--- config.mk ---
export PLATFORM = sky130hd
export DESIGN_NAME = udp_tx_scheduler
export DESIGN_NICKNAME = d
export VERILOG_FILES = /design/src/rtl/udp_tx_scheduler.sv
export SDC_FILE = /design/constraint.sdc
export NUM_CORES = 1
export LEC_CHECK = 0
export BUFFER_PORTS_ARGS = -buffer_cell sky130_fd_sc_hd__buf_4
export CAP_MARGIN = 20
export CORE_MARGIN = 2
export CORE_UTILIZATION = 52
export DETAILED_ROUTE_END_ITERATION = 10
export GPL_TIMING_DRIVEN = 0
export HOLD_SLACK_MARGIN = 0.05
export PLACE_DENSITY = 0.82
export REMOVE_ABC_BUFFERS = 1
export SYNTH_ARGS = -nofsm -noshare
export SYNTH_HDL_FRONTEND = slang
export SYNTH_SLANG_ARGS = --single-unit
--- constraint.sdc ---
create_clock -name clk -period 2.8 [get_ports clk]
set_input_delay 0.14 -clock clk [delete_from_list [all_inputs] [get_ports clk]]
set_output_delay 0.14 -clock clk [all_outputs]
set_load 0.005 [all_outputs]
--- src/rtl/udp_tx_scheduler.sv ---
// udp_tx_scheduler: round-robin packer of two AXI-Stream sources into fixed FRAME_BYTES UDP payloads.
// Define UDP_TX_SCHEDULER_SEQ_HDR_EN to prepend a {source, sequence} two-byte header.
module udp_tx_scheduler #(
  parameter int FRAME_BYTES = 88,
  parameter int CNT_WIDTH   = 16
) (
  input  logic                 clk,
  input  logic                 rst_n,
  input  logic [7:0]           s0_axis_tdata,
  input  logic                 s0_axis_tvalid,
  output logic                 s0_axis_tready,
  input  logic                 s0_axis_tlast,
  input  logic [7:0]           s1_axis_tdata,
  input  logic                 s1_axis_tvalid,
  output logic                 s1_axis_tready,
  input  logic                 s1_axis_tlast,
  output logic [7:0]           m_axis_tdata,
  output logic                 m_axis_tvalid,
  output logic                 m_axis_tlast,
  output logic                 m_axis_tuser,
  input  logic                 m_axis_tready,
  output logic [1:0]           grant,
  output logic [CNT_WIDTH-1:0] pad_count,
  output logic [CNT_WIDTH-1:0] trunc_count
);
  localparam int CW = $clog2(FRAME_BYTES);
`ifdef UDP_TX_SCHEDULER_SEQ_HDR_EN
  typedef enum logic [2:0] {IDLE, HDR, DATA, PAD, DRAIN} state_t;
  logic [1:0][7:0] seq_q, seq_d;
`else
  typedef enum logic [2:0] {IDLE, DATA, PAD, DRAIN} state_t;
`endif
  state_t               state_q, state_d;
  logic [CW-1:0]        cnt_q, cnt_d;
  logic                 sel_q, sel_d;
  logic [CNT_WIDTH-1:0] pad_q, pad_d, trunc_q, trunc_d;
  logic                 src_valid, src_last, gnt_rdy, at_end, hs;
  logic [7:0]           src_data;
  assign src_valid    = sel_q ? s1_axis_tvalid : s0_axis_tvalid;
  assign src_last     = sel_q ? s1_axis_tlast : s0_axis_tlast;
  assign src_data     = sel_q ? s1_axis_tdata : s0_axis_tdata;
  assign at_end       = cnt_q == CW'(FRAME_BYTES - 1);
  assign m_axis_tlast = at_end;
  assign m_axis_tuser = 1'b0;
  assign grant        = state_q == IDLE ? 2'b00 : (sel_q ? 2'b10 : 2'b01);
  assign pad_count    = pad_q;
  assign trunc_count  = trunc_q;
  assign hs           = m_axis_tvalid & m_axis_tready;
  assign s0_axis_tready = gnt_rdy & ~sel_q;
  assign s1_axis_tready = gnt_rdy & sel_q;
  always_comb begin
    state_d       = state_q;
    sel_d         = sel_q;
    pad_d         = pad_q;
    trunc_d       = trunc_q;
    m_axis_tvalid = 1'b0;
    m_axis_tdata  = 8'h00;
    gnt_rdy       = 1'b0;
    case (state_q)
      IDLE: if (s0_axis_tvalid | s1_axis_tvalid) begin
        // sel_q doubles as the last-granted source for round-robin
        sel_d = (s0_axis_tvalid & s1_axis_tvalid) ? ~sel_q : s1_axis_tvalid;
`ifdef UDP_TX_SCHEDULER_SEQ_HDR_EN
        state_d = HDR;
`else
        state_d = DATA;
`endif
      end
`ifdef UDP_TX_SCHEDULER_SEQ_HDR_EN
      HDR: begin
        m_axis_tvalid = 1'b1;
        m_axis_tdata  = cnt_q == '0 ? {7'b0, sel_q} : seq_q[sel_q];
        if (m_axis_tready && cnt_q == CW'(1)) state_d = DATA;
      end
`endif
      DATA: begin
        m_axis_tvalid = src_valid;
        m_axis_tdata  = src_data;
        gnt_rdy       = m_axis_tready;
        if (src_valid && m_axis_tready) begin
          if (at_end) begin
            state_d = src_last ? IDLE : DRAIN;
            if (!src_last && ~&trunc_q) trunc_d = trunc_q + CNT_WIDTH'(1);
          end else if (src_last) begin
            state_d = PAD;
            if (~&pad_q) pad_d = pad_q + CNT_WIDTH'(1);
          end
        end
      end
      PAD: begin
        m_axis_tvalid = 1'b1;
        if (m_axis_tready && at_end) state_d = IDLE;
      end
      DRAIN: begin
        gnt_rdy = 1'b1;
        if (src_valid && src_last) state_d = IDLE;
      end
      default: state_d = IDLE;
    endcase
  end
  always_comb begin
    cnt_d = hs ? (at_end ? '0 : cnt_q + CW'(1)) : cnt_q;
`ifdef UDP_TX_SCHEDULER_SEQ_HDR_EN
    seq_d = seq_q;
    if (hs && at_end) seq_d[sel_q] = seq_q[sel_q] + 8'd1;
`endif
  end
  always_ff @(posedge clk) begin
    if (!rst_n) begin
      state_q <= IDLE;
      cnt_q   <= '0;
      sel_q   <= 1'b1;
      pad_q   <= '0;
      trunc_q <= '0;
`ifdef UDP_TX_SCHEDULER_SEQ_HDR_EN
      seq_q   <= '0;
`endif
    end else begin
      state_q <= state_d;
      cnt_q   <= cnt_d;
      sel_q   <= sel_d;
      pad_q   <= pad_d;
      trunc_q <= trunc_d;
`ifdef UDP_TX_SCHEDULER_SEQ_HDR_EN
      seq_q   <= seq_d;
`endif
    end
  end
endmodule

==> run metrics, run 1 <==
async set or reset register ratio after synthesis=0; top layer in use=met4; outcome=completed; maximum number of pins on one net before global-route repair=38; vias=2449; number of max-cap violations=0; crit share post-route=0.919; largest family of logic cells by synthesized area=simple AND/OR/NAND/NOR gates; initial core utilization=0.541; r2r endpoint=trunc_count[9]$_SDFFE_PN0P_; Synth Area in Adders=0.0369; worst slack after detailed placement=between 0.03 and 0.04 ns; layout cell share with drive strength beyond 1=0.234; startpoint of the worst register-to-register path=sel_q$_SDFFE_PN1P_; final cell utilization of the core=0.695; CTS tree=done; Crit. End Element=register; Die Outline Area=roughly 0.005 mm^2; transition time at the pin with the least slew margin=about 0.65 ns; synthesized-area fraction occupied by ao, oa, aoi and oai cells=0.202; count of input and output buffers=roughly 70; total negative slack for setup checks=0 ns; M1 wire length=2.51 mm; Clk pin slew, worst setup/hold paths=about 0.090 ns; clock root buffer master=clkbuf_8; final count of pins violating max slew=0; core outline area=approximately 0.0044 mm^2; post-layout worst setup margin=0.228 ns; path type of the worst setup path=reg2reg; setup repair after global routing missed its margin=false; overall overflow remaining after global route=0; vias in the first global route=between 2000 and 2500; number of hold-slack violations in the final timing report=0; mean instance size in the synthesized netlist=approximately 8 um^2; synthesized-area fraction occupied by xor and xnor cells=0.0295; slowest library cell on the worst path=a2111oi_4; PwrDens=512 mW/mm^2; final net count=between 300 and 400; flop2flop setup slack=~0.23 ns; worst-case clock buffer depth=2; Worst slew margin=0.569; post-synthesis register bit count=between 40 and 50; CTS sink count=between 40 and 50; Synth area leader=dfxtp_1; met3 wire length=about 280 um; global-route wire length before repair=between 9 and 10 mm; count of boundary I/O pins=70; via-per-instance ratio=~6; Synth area leaders=dfxtp_1 35%, a21oi_1 6.5%, mux2i_1 5.1%; first-iteration detailed-routing DRC count=approximately 120; launching element type of the critical path=register; CTS HTree Levels=2; share of the yosys chip area belonging to registers=0.354; design internal power=about 1100 uW; Max FO, Critical Path=21; post-synthesis mux area share=0.0554; Data arrival, critical path=2.81 ns; number of flops mapped to enable cells by yosys=0; final weighted congestion in routability-driven placement=around 0.80; portion of synthesized cell area occupied by the leading cell type=0.354; largest incremental delay on the critical path=~0.58 ns; Data required, critical path=3.03 ns; most frequent cell after synthesis=dfxtp_1; Die Span Y=around 72 um; post-synthesis instance area=0.00237 mm^2; number of instances in the synthesized netlist=294; GRT Total Usage=0.233; worst setup path startpoint=sel_q$_SDFFE_PN1P_; antenna diode count=0; sequential power share=0.422; switching share of power=0.298; Ys Warns=0; flip-flop cell with the highest count after synthesis=dfxtp_1; share of synthesized cell area in and, or, nand and nor gates=0.284; depth of the most critical reg-to-reg path=6; Cell variety after synth=45; clock buffers created by TritonCTS=5; part of the power in combinational logic=0.264; horizontal die dimension=between 70 and 80 um; min cycle time layout=2.57 ns; Area Overhead vs Synth=28.5%; worst-skew pair later-pin latency=0.31 ns; Max Clk Rate=~0.39 GHz; DP HPWL=around 4.1 mm; drt total wl=between 5 and 6 mm; drt drc=0; initial antenna violation count=0; standby leakage power=approximately 0.0012 uW; switching component of the power=466 uW; worst setup path endpoint=trunc_count[9]$_SDFFE_PN0P_; detailed-routed wire length on met2=~2.8 mm; post-DR wirelength/cell=about 14 um; clock skew after layout=~0.0096 ns; Worst Hold Class=in2reg; floorplan row count=24; clock network fraction of design power=0.315; commonest cells in the synthesized netlist=42 x dfxtp_1, 31 x a21oi_1, 24 x nor2_1; 1st-pass router iterations=4; worst ir drop on vdd=0.321 mV; Hold Worst Slack=around 0.085 ns; cell breakdown of the critical path=or3b_1, a2111oi_4, o41ai_2, buf_4, or3_1, a21oi_1; setup violators final=0; Routed Antenna Nets=0
## worst max-delay path, delay by kind of cell (launching register included)
kind | cells | cell delay (ns)
compound gates | 3 | 0.99
simple gates | 2 | 0.80
flops | 1 | 0.47
buf+inv | 1 | 0.24
## cell usage in the layout, fill, tap and decap left out, types with 2 or more instances in the layout
master | Yosys | routed
buf_4 | 1 | 71
dfxtp_1 | 42 | 41
a21oi_1 | 31 | 31
nor2_1 | 24 | 24
o21ai_0 | 23 | 23
nand2_1 | 22 | 22
nand3_1 | 16 | 16
or3_1 | 14 | 14
mux2i_1 | 12 | 12
nor2b_1 | 10 | 10
nand4_1 | 10 | 10
inv_1 | 9 | 9
or4_1 | 8 | 8
xor2_1 | 7 | 7
o31ai_1 | 6 | 6
ha_1 | 7 | 6
and3_1 | 5 | 5
nor3_1 | 5 | 5
clkbuf_8 | 0 | 5
nand3b_1 | 3 | 3
nand2b_1 | 3 | 3
o211ai_1 | 3 | 3
nor4_1 | 2 | 2
o21bai_1 | 2 | 2
a32o_1 | 2 | 2
a32oi_1 | 2 | 2
clkinvlp_4 | 0 | 2
## logic make-up (layout without fill, tap and decap cells)
group	count (synthesis)	count (layout)
flip-flops	42	42
other	1	1
AO/OA/AOI/OAI	77	77
XOR/XNOR	8	8
buffers and inverters	20	89
AND/OR/NAND/NOR	126	126
adder cells (fa/ha/maj)	7	7
multiplexers	13	13
## power groups by stage
stage	Clock, uW	Combinational [uW]	Sequential, uW
3_5_place_dp	0	409	671
5_1_grt	522	458	664
2_1_floorplan	0	249	662
4_1_cts	501	409	658
3_3_place_gp	0	400	669
6_report	491	412	658
## final cells by class
type / count / area (um^2)
Clock buffer: 5 / 68.8
Clock inverter: 3 / 45.0
Fill cell: 388 / 1340
Inverter: 10 / 37.5
Multi-Input combinational cell: 232 / 1460
Sequential cell: 42 / 842
Tap cell: 52 / 65.1
Timing Repair Buffer: 71 / 533
## what timing repair did
item / CTS / global route
gates resized for setup: 1 / 1
endpoints found under the setup margin: 1 / 8
buffers inserted: 0 / 2
pin swaps: 1 / 1
hold buffers: 0 / 0
## routing by layer
layer,global-route usage,vias to the layer above
met1,0.292,1157
li1,-,1222
met5,0,-
met2,0.392,60
met4,0.101,0
met3,0.0408,10
## worst min path at each step
stage	start	endpoint	slack, ns	cells after the start
after floorplan	rst_n	sel_q$_SDFFE_PN1P_	0.22	1
after global placement	rst_n	sel_q$_SDFFE_PN1P_	0.40	2
after detailed placement	rst_n	sel_q$_SDFFE_PN1P_	0.40	2
after CTS	rst_n	sel_q$_SDFFE_PN1P_	0.08	2
after global routing	rst_n	sel_q$_SDFFE_PN1P_	0.08	2
final	rst_n	sel_q$_SDFFE_PN1P_	0.08	2
## metrics by stage
step                      std cells  power (uW)  area, um^2
after global placement          404        1070        2900
after detailed placement        405        1080        2920
after CTS                       413        1570        3030
after floorplan                 284         911        2330
after global routing            415        1640        3050
final                           415        1560        3050
## flip-flops by register name, indices dropped and copies added, names as in the netlist
name         cells
sel_q            1
cnt_q            7
trunc_count     16
state_q          2
pad_count       16
(Power assumes the default switching activity.)
==> run 2, diff against run 1 <==
Settings changed: ABC_AREA from default to 1, CAP_MARGIN 20 to default, CORE_UTILIZATION 52 to 54, PLACE_DENSITY 0.82 to 0.83.
==> run 2 against run 1 <==
Die area rose by 15%. Largest cell class unchanged. Global-route usage fell by 0.55 points. Critical path type unchanged. Critical path depth rose by 3. Largest power group unchanged.
==> run metrics, run 2 <==
number of instances in the synthesized netlist=443 (+51%); CTS tree=done; outcome=completed; Die Outline Area=0.00589 mm^2 (+15%); Max FO, Critical Path=16 (-24%); CTS sink count=42 (unchanged); count of input and output buffers=68 (unchanged); final weighted congestion in routability-driven placement=0.849 (+6.4%); Die Span Y=76.7 um (+7.2%); Data required, critical path=3.01 ns (-0.02 ns); drt drc=0 (unchanged); initial antenna violation count=0 (unchanged); PwrDens=473 mW/mm^2 (-7.6%); Clk pin slew, worst setup/hold paths=0.09 ns (about the same); mean instance size in the synthesized netlist=6.45 um^2 (-20%); setup violators final=0 (unchanged); launching element type of the critical path=register; number of flops mapped to enable cells by yosys=0 (unchanged); post-synthesis register bit count=42 (unchanged); Finished Layout Cells=578 (+39%); final net count=537 (+37%); Routed Antenna Nets=0 (unchanged); 1st-pass router iterations=4 (unchanged); crit share post-route=0.662 (-0.257); Cell variety after synth=35 (-22%); post-DR wirelength/cell=11.2 um (-18%); commonest cells in the synthesized netlist=132 x nand2_1, 87 x nor2_1, 42 x dfxtp_1; standby leakage power=0.00160 uW (+35%); DP HPWL=4.74 mm (+14%); path type of the worst setup path=reg2reg; number of buffers added for setup after CTS=0 (unchanged); min cycle time layout=1.85 ns (-0.720 ns); horizontal die dimension=76.7 um (+7.2%); worst ir drop on vdd=0.269 mV (-16%); worst-skew pair later-pin latency=0.30 ns (about the same); async set or reset register ratio after synthesis=0 (unchanged); share of the yosys chip area belonging to registers=0.294 (-0.0598); number of hold-slack violations in the final timing report=0 (unchanged); drt total wl=6.50 mm (+14%); setup repair after global routing missed its margin=false; most frequent cell after synthesis=nand2_1; vias in the first global route=2674 (+22%); Synth area leaders=dfxtp_1 29%, nand2_1 17%, nor2_1 11%; commonest non-fill, non-tap cell in the layout=nand2_1; transition time at the pin with the least slew margin=0.807 ns (+0.160 ns); final count of pins violating max slew=0 (unchanged); worst-case clock buffer depth=2 (unchanged); first-iteration detailed-routing DRC count=117 (-5.6%); global-route wire length before repair=11.3 mm (+17%); vias=2871 (+17%); Data arrival, critical path=2.06 ns (-0.75 ns); overall overflow remaining after global route=0 (unchanged); Area Overhead vs Synth=21.7%; Worst Hold Class=in2reg; CTS HTree Levels=2 (unchanged); Synth area leader=dfxtp_1; antenna diode count=0 (unchanged); number of placed instances, taps included=569 (+40%); layout cell share with drive strength beyond 1=0.222 (-0.0117); register area=841 um^2 (-0.15%); clock root buffer master=clkbuf_8; leading cell types in the layout, fill and taps excluded=132 x nand2_1, 87 x nor2_1, 68 x buf_4; Worst slew margin=0.459 (-0.110); number of max-cap violations=0 (unchanged); via-per-instance ratio=4.97 (-16%); Ys Warns=0 (unchanged); layout filler cell count=464 (+20%); clock buffers created by TritonCTS=5 (unchanged); flip-flop cell with the highest count after synthesis=dfxtp_1; floorplan row count=26 (+8.3%); Max Clk Rate=0.540 GHz (+39%); clock skew after layout=0.0151 ns (+0.00552 ns); Multi-input gate area=0.00179 mm^2 (+23%); GRT Total Usage=0.227 (-0.00552); core outline area=0.00511 mm^2 (+16%); total negative slack for setup checks=0 ns (unchanged); initial core utilization=0.559 (+0.0177); Crit. End Element=register; maximum number of pins on one net before global-route repair=27 (-29%); post-synthesis instance area=0.00286 mm^2 (+20%); portion of synthesized cell area occupied by the leading cell type=0.294 (-0.0598); count of boundary I/O pins=70 (unchanged)
==> run 2: cell types whose count changed after synthesis, sizes merged, moves of 8 or more <==
cell	previous run	this run
nor2b	10	0
or4	8	0
inv	10	34
or3	14	0
nand3	16	32
nand2	22	144
o21ai	23	11
mux2i	12	0
nor2	24	98
==> run 2: area by class of cell <==
| class | instances | area share |
|---|---|---|
| clock buffers | 5 | 0.0198 |
| well taps | 70 | 0.0252 |
| repair buffers | 69 | 0.150 |
| inverters | 36 | 0.0410 |
| multi-input cells | 353 | 0.516 |
| clock inverters | 3 | 0.00612 |
| flip-flops and latches | 42 | 0.242 |
==> run 2: kinds of logic (layout without fill, tap and decap cells) <==
family                     Yosys count  after routing  share of synthesized area
AOI/OAI and AO/OA                   41             41                     0.0802
xor gates and xnor gates            18             18                     0.0552
adders and majority gates            7              7                     0.0307
buffers and inverters               48            113                     0.0771
DFF                                 42             42                      0.294
other                                1              1                    0.00131
and+or+nand+nor                    286            286                      0.461
==> run 2: path summary, 6_finish.rpt <==
check / slack, ns / cells past startpoint / end / startpoint
max: 0.95 / 9 / pad_count[9]$_SDFFE_PN0P_ / sel_q$_SDFFE_PN1P_
min: 0.12 / 3 / sel_q$_SDFFE_PN1P_ / s1_axis_tvalid
max reg2reg: 0.95 / 9 / pad_count[9]$_SDFFE_PN0P_ / sel_q$_SDFFE_PN1P_
min reg2reg: 0.49 / 2 / cnt_q[1]$_SDFFE_PN0P_ / cnt_q[1]$_SDFFE_PN0P_
==> run 2: report_power, final <==
group	total [uW]	internal [uW]	leakage, uW	switching, uW
logic	580	242	0.00122	338
clock network	405	176	0.0000441	230
registers	660	623	0.000339	36.8
==> run 2: timing repair <==
| action | CTS | global route |
|---|---|---|
| hold buffers | 1 | 0 |
| hold endpoints to repair | 1 | 0 |
| resized for setup | 0 | 0 |
==> run 2: metrics by stage <==
stage / hold slack, ns / power [uW] / worst slack, ns / cell area (um^2) / util
after floorplan: 0.256 / 1030 / 1.28 / 2780 / -
after global placement: 0.359 / 1240 / 0.988 / 3380 / 0.661
after detailed placement: 0.365 / 1250 / 0.933 / 3380 / 0.661
after CTS: 0.115 / 1650 / 0.939 / 3480 / 0.681
after global routing: 0.132 / 1760 / 0.735 / 3480 / 0.681
final: 0.115 / 1640 / 0.948 / 3480 / 0.681
==> run 2: layer usage <==
| metal | GRT usage | up-vias | wire, um |
|---|---|---|---|
| met3 | 0.0318 | 8 | 252 |
| met4 | 0.0800 | 0 | 68 |
| met5 | 0 | - | 0 |
| met2 | 0.408 | 56 | 3210 |
| li1 | - | 1513 | - |
| met1 | 0.275 | 1294 | 2970 |
==> run 2: critical path, cell delays in order, from the launching register on <==
cell and delay, ns:
dfxtp_1 0.44, inv_2 0.25, nand2_1 0.10, nand2_2 0.13, nand3_4 0.11, nor2_8 0.18, nand2_4 0.15, inv_2 0.20
nand2_1 0.08, a21oi_1 0.13
